**config.mk**
```make
export PLATFORM = sky130hd
export DESIGN_NAME = clock_set_ctrl
export DESIGN_NICKNAME = d
export VERILOG_FILES = /design/src/rtl/clock_set_ctrl.sv
export SDC_FILE = /design/constraint.sdc
export NUM_CORES = 1
export LEC_CHECK = 0
export CELL_PAD_IN_SITES_DETAIL_PLACEMENT = 1
export CELL_PAD_IN_SITES_GLOBAL_PLACEMENT = 1
export CORE_UTILIZATION = 47
export CTS_CLUSTER_SIZE = 14
export DETAILED_ROUTE_END_ITERATION = 8
export PLACE_DENSITY_LB_ADDON = 0.1
export SETUP_SLACK_MARGIN = 0.1
export SKIP_LAST_GASP = 1
export SYNTH_ARGS = -nofsm -noshare
export SYNTH_HDL_FRONTEND = slang
export SYNTH_SLANG_ARGS = --single-unit
```
**constraint.sdc**
```tcl
create_clock -name clk -period 5.9 [get_ports clk]
set_input_delay 0.59 -clock clk [delete_from_list [all_inputs] [get_ports clk]]
set_output_delay 0.59 -clock clk [all_outputs]
set_load 0.01 [all_outputs]
```
**src/rtl/clock_set_ctrl.sv**
```systemverilog
// Mode/set controller for the HH:MM:SS clock: gates counter enables, runs the time-set FSM and field blink.
// Define CLOCK_SET_AUTO_REPEAT_EN to build auto-repeat of a held btn_inc in the SET states.
module clock_set_ctrl #(
    parameter int unsigned BLINK_DIV     = 25_000_000,
    parameter int unsigned TIMEOUT_TICKS = 10
`ifdef CLOCK_SET_AUTO_REPEAT_EN
    ,
    parameter int unsigned REPEAT_DELAY  = 50_000_000,
    parameter int unsigned REPEAT_DIV    = 10_000_000
`endif
) (
    input  logic       clk,
    input  logic       glob_rst,
    input  logic       tick_1hz,
    input  logic       btn_mode,
    input  logic       btn_inc,
    input  logic       sec_carry,
    input  logic       min_carry,
    output logic       ce_sec,
    output logic       ce_min,
    output logic       ce_hour,
    output logic       sec_clr,
    output logic [1:0] mode,
    output logic [2:0] blank
);

    localparam int unsigned BLINK_W = (BLINK_DIV > 1) ? $clog2(BLINK_DIV) : 1;
    localparam int unsigned IDLE_W  = $clog2(TIMEOUT_TICKS + 1);

    typedef enum logic [1:0] {
        S_RUN      = 2'b00,
        S_SET_HOUR = 2'b01,
        S_SET_MIN  = 2'b10,
        S_SET_SEC  = 2'b11
    } state_e;

    state_e              state_q, state_d;
    logic                btn_mode_q, btn_mode_prev_q;
    logic                btn_inc_q, btn_inc_prev_q;
    logic [IDLE_W-1:0]   idle_q, idle_d;
    logic [BLINK_W-1:0]  blink_cnt_q, blink_cnt_d;
    logic                blink_ph_q, blink_ph_d;

    logic mode_edge, inc_edge, inc_pulse, rpt_pulse;
    logic in_set, timeout, state_chg;

    assign mode_edge = btn_mode_q & ~btn_mode_prev_q;
    assign inc_edge  = btn_inc_q & ~btn_inc_prev_q;
    assign inc_pulse = inc_edge | rpt_pulse;
    assign in_set    = (state_q != S_RUN);

`ifdef CLOCK_SET_AUTO_REPEAT_EN
    localparam int unsigned RPT_MAX = (REPEAT_DELAY > REPEAT_DIV) ? REPEAT_DELAY : REPEAT_DIV;
    localparam int unsigned RPT_W   = $clog2(RPT_MAX + 1);

    logic [RPT_W-1:0] rpt_cnt_q, rpt_cnt_d;
    logic             rpt_armed_q, rpt_armed_d;

    // First repeat after REPEAT_DELAY held cycles, then every REPEAT_DIV cycles.
    assign rpt_pulse = btn_inc_q & in_set &
                       (rpt_armed_q ? (rpt_cnt_q == RPT_W'(REPEAT_DIV))
                                    : (rpt_cnt_q == RPT_W'(REPEAT_DELAY)));

    always_comb begin
        rpt_cnt_d   = rpt_cnt_q + RPT_W'(1);
        rpt_armed_d = rpt_armed_q;
        if (!(btn_inc_q && in_set) || state_chg) begin
            rpt_cnt_d   = '0;
            rpt_armed_d = 1'b0;
        end else if (rpt_pulse) begin
            rpt_cnt_d   = RPT_W'(1);
            rpt_armed_d = 1'b1;
        end
    end

    always_ff @(posedge clk) begin
        if (glob_rst) begin
            rpt_cnt_q   <= '0;
            rpt_armed_q <= 1'b0;
        end else begin
            rpt_cnt_q   <= rpt_cnt_d;
            rpt_armed_q <= rpt_armed_d;
        end
    end
`else
    assign rpt_pulse = 1'b0;
`endif

    // A button edge on the timeout tick wins over the timeout.
    assign timeout = in_set & tick_1hz & ~mode_edge & ~inc_pulse &
                     (idle_q == IDLE_W'(TIMEOUT_TICKS - 1));

    always_comb begin
        state_d = state_q;
        if (mode_edge) begin
            unique case (state_q)
                S_RUN:      state_d = S_SET_HOUR;
                S_SET_HOUR: state_d = S_SET_MIN;
                S_SET_MIN:  state_d = S_SET_SEC;
                S_SET_SEC:  state_d = S_RUN;
                default:    state_d = S_RUN;
            endcase
        end else if (timeout) begin
            state_d = S_RUN;
        end
    end

    assign state_chg = (state_d != state_q);

    always_comb begin
        idle_d = idle_q;
        if (!in_set || mode_edge || inc_pulse || state_chg) begin
            idle_d = '0;
        end else if (tick_1hz) begin
            idle_d = idle_q + IDLE_W'(1);
        end
    end

    always_comb begin
        blink_cnt_d = blink_cnt_q + BLINK_W'(1);
        blink_ph_d  = blink_ph_q;
        if (state_chg) begin
            blink_cnt_d = '0;
            blink_ph_d  = 1'b0;
        end else if (blink_cnt_q == BLINK_W'(BLINK_DIV - 1)) begin
            blink_cnt_d = '0;
            blink_ph_d  = ~blink_ph_q;
        end
    end

    always_comb begin
        ce_sec  = 1'b0;
        ce_min  = 1'b0;
        ce_hour = 1'b0;
        sec_clr = 1'b0;
        blank   = 3'b000;
        unique case (state_q)
            S_RUN: begin
                ce_sec  = tick_1hz;
                ce_min  = sec_carry;
                ce_hour = min_carry;
            end
            S_SET_HOUR: begin
                ce_hour  = inc_pulse;
                blank[2] = blink_ph_q;
            end
            S_SET_MIN: begin
                ce_min   = inc_pulse;
                blank[1] = blink_ph_q;
            end
            S_SET_SEC: begin
                sec_clr  = inc_pulse;
                blank[0] = blink_ph_q;
            end
            default: ;
        endcase
    end

    assign mode = state_q;

    always_ff @(posedge clk) begin
        if (glob_rst) begin
            state_q         <= S_RUN;
            btn_mode_q      <= 1'b0;
            btn_mode_prev_q <= 1'b0;
            btn_inc_q       <= 1'b0;
            btn_inc_prev_q  <= 1'b0;
            idle_q          <= '0;
            blink_cnt_q     <= '0;
            blink_ph_q      <= 1'b0;
        end else begin
            state_q         <= state_d;
            btn_mode_q      <= btn_mode;
            btn_mode_prev_q <= btn_mode_q;
            btn_inc_q       <= btn_inc;
            btn_inc_prev_q  <= btn_inc_q;
            idle_q          <= idle_d;
            blink_cnt_q     <= blink_cnt_d;
            blink_ph_q      <= blink_ph_d;
        end
    end

endmodule

```
==> out/metrics.yaml <==
sta:
  finalHoldViolations: 0
  finalCritPeriodShare_pct: 48.11
  hold_slack_ns: 0.4821
  slew_headroom_pct: 18.72
  rsz0062_at_grt: "false"
  tns_ns: 0
  slew_viol_final: 0
  clock.fmax_mhz: 352.3
  tightest_slew_ns: 1.219
  skew_ns: 0.003870
  setup_viol: 0
  timing.final.crit_period_ns: 2.838
power_and_ir_drop:
  p_leak_nw: 0.6398
  p_per_area_nw_per_um2: 238.7
  ir_drop_v: 0.0001320
critical_path:
  endpoint_kind: "register"
  required_ns: 6.03
  max_stage_delay_ns: 0.95
  cp-start-kind: "primary input"
  critical_path_class: "primary input to register"
  cp.arrival_ns: 2.96
  cp_slowest_cell: "o221ai_2"
  reg2reg_depth: 5
  worst-path-stages: 5
  crit_chain: "clkdlybuf4s50_1 -> nand4b_1 -> or4_1 -> o221ai_2 -> nor3_1"
  cp_max_fo: 26
  critPathBufInv: 1
  path_delay_family: "compound AO/OA/AOI/OAI gates"
final_layout:
  syn_to_final_growth_pct: 16.09
  nFillCells: 433
  layoutNonFillerInstCount: 265
  drive_gt1_share_pct: 7.834
  fin_area_um2: 2122
  layout.nets: 230
  antennaDiodeCount: 0
logic_synthesis:
  yosysUniqueCellTypes: 41
  synthesis.area_um2: 1828
  synth_edf_count: 0
  yosys.area.top_type_share_pct: 39.43
  ys_top_cells_by_count: "dfxtp_1, a211oi_1, nor3_1"
  synth.avg_cell_area_um2: 9.095
  synth_area_leader_cell: "dfxtp_1"
  synth_cells: 201
  ys_ff_latch: 36
  synth_nets: 215
  ys.flop_type: "dfxtp_1"
  async_flop_share_pct: 0
  yosysMostFrequentCell: "dfxtp_1"
  seq_area_frac_synth_pct: 39.43
  yosysWarnings: 0
  synth_area_leaders: "dfxtp_1, a211oi_1, ha_1, xnor2_1, nand4_1"
clocking:
  cts.sinks: 36
  h-tree-depth: 2
  clockBufferDepth: 2
  clk_pin_slew_worst_paths_ns: 0.07
  insertion_delay_ns: 0.30
  cts_root_buf: "clkbuf_8"
  cts_setup_buffers: 0
  cts_buffers: 5
  cts_tree: "done"
  cts_resized: 0
  cts.hold.buffers_added: 0
detailed_routing:
  ant_nets: 0
  drt_iter0_markers: 46
  wl_mm: 4.450
  firstDrtPassIters: 4
  drt-wirelength-per-cell_um: 16.79
  drc: 0
  viasPerCell: 6.125
  vias: 1623
global_routing:
  grt_max_degree: 27
  grt_overflow: 0
  grt_first_pass_wirelength_mm: 7.790
  antenna_found_initial: 0
  grt_pass1_vias: 1709
  grt_use_total_pct: 24.26
status:
  status: "finished clean"
floorplan:
  start_util_pct: 49.56
  die-area_um2: 4143
  die_x_um: 64.37
  core_um2: 3689
  io_pins: 16
  num_rows: 22
  die_y_um: 64.37
placed_design:
  place_inst: 257
  gp_congestion: 0.7563
  dp_hpwl_mm: 3.080
  dpl_cell_area_um2: 2011
  port_buffers: 15
hold_path:
  hold_depth: 1
  hold_path.class: "register to register"
flow_run:
  cap_violations: 0
metal layers:
layer  global-route usage [%]  routed length (µm)  vias to the layer above
li1                         -                   -                      789
met1                    27.77                1978                      800
met2                    43.03                2263                       24
met3                    4.643                 120                       10
met4                    11.11                  87                        0
met5                        0                   0                        -
where the power goes:
| part | internal, mW | switching, mW |
|---|---|---|
| clock | 0.125 | 0.0938 |
| combinational | 0.0170 | 0.0187 |
| sequential | 0.247 | 0.00508 |
| total | 0.389 | 0.118 |
path summary, 6_finish.rpt:
check | end | startpoint | slack [ns]
worst min-delay path | btn_inc_prev_q | btn_inc_q | 0.48
worst max register to register | blink_cnt_q[3] | mode[0] | 3.08
worst min register to register | btn_inc_prev_q | btn_inc_q | 0.48
worst max-delay path | blink_cnt_q[3] | tick_1hz | 3.06
final cells by class:
| cell class | instances | area (µm²) | share of cell area, % |
|---|---|---|---|
| clock inverter | 3 | 42.54 | 2.005 |
| sequential | 36 | 720.7 | 33.96 |
| clock buffer | 5 | 68.82 | 3.243 |
| inverter | 6 | 22.52 | 1.061 |
| tap | 48 | 60.06 | 2.830 |
| multi-input combinational | 151 | 1050 | 49.47 |
| timing repair buffer | 16 | 157.7 | 7.429 |
worst register-to-register path, stage by stage, from the launching register on:
cell and delay, ns:
dfxtp_1 0.48, inv_1 0.12, ha_1 0.30, or4_1 0.63, o221ai_2 0.95, nor3_1 0.17
logic make-up after synthesis:
logic type	synth area share (%)
and+or+nand+nor	30.80
DFF	39.42
buffers and inverters	3.422
AOI/OAI and AO/OA	15.33
xor gates and xnor gates	6.229
adders and majority gates	4.791
flip-flops by register name (all words and copies together) (netlist names):
signal and flops:
btn_mode_prev_q 1, idle_q 4, mode 2, btn_mode_q 1, blink_ph_q 1, btn_inc_prev_q 1
blink_cnt_q 25, btn_inc_q 1
placed cells by master, fill, tap and decap left out, types with 2 or more instances in the layout:
| master | instances |
|---|---|
| a211oi_1 | 13 |
| a21oi_1 | 2 |
| a22o_1 | 2 |
| and2_1 | 6 |
| clkbuf_8 | 5 |
| clkdlybuf4s50_1 | 15 |
| dfxtp_1 | 36 |
| ha_1 | 7 |
| inv_1 | 6 |
| nand2_1 | 9 |
| nand3_1 | 7 |
| nand4_1 | 11 |
| nor2_1 | 12 |
| nor2b_1 | 6 |
| nor3_1 | 12 |
| nor3b_1 | 2 |
| nor4_1 | 2 |
| nor4bb_1 | 2 |
| o21ai_0 | 4 |
| o31ai_1 | 9 |
| or3_1 | 5 |
| or4_1 | 9 |
| or4_4 | 2 |
| xnor2_1 | 8 |
| xor2_1 | 5 |
metrics by stage:
step                setup slack (ns)  power, mW  util [%]
finish                         3.062     0.5066     57.53
floorplan                      3.764     0.2786         -
CTS                            3.046     0.5091     57.53
global route                   2.837     0.5239     57.53
detailed placement             2.748     0.2936     54.51
global placement               2.855     0.2914     54.51
No activity file was read; power rests on OpenSTA's default activity.
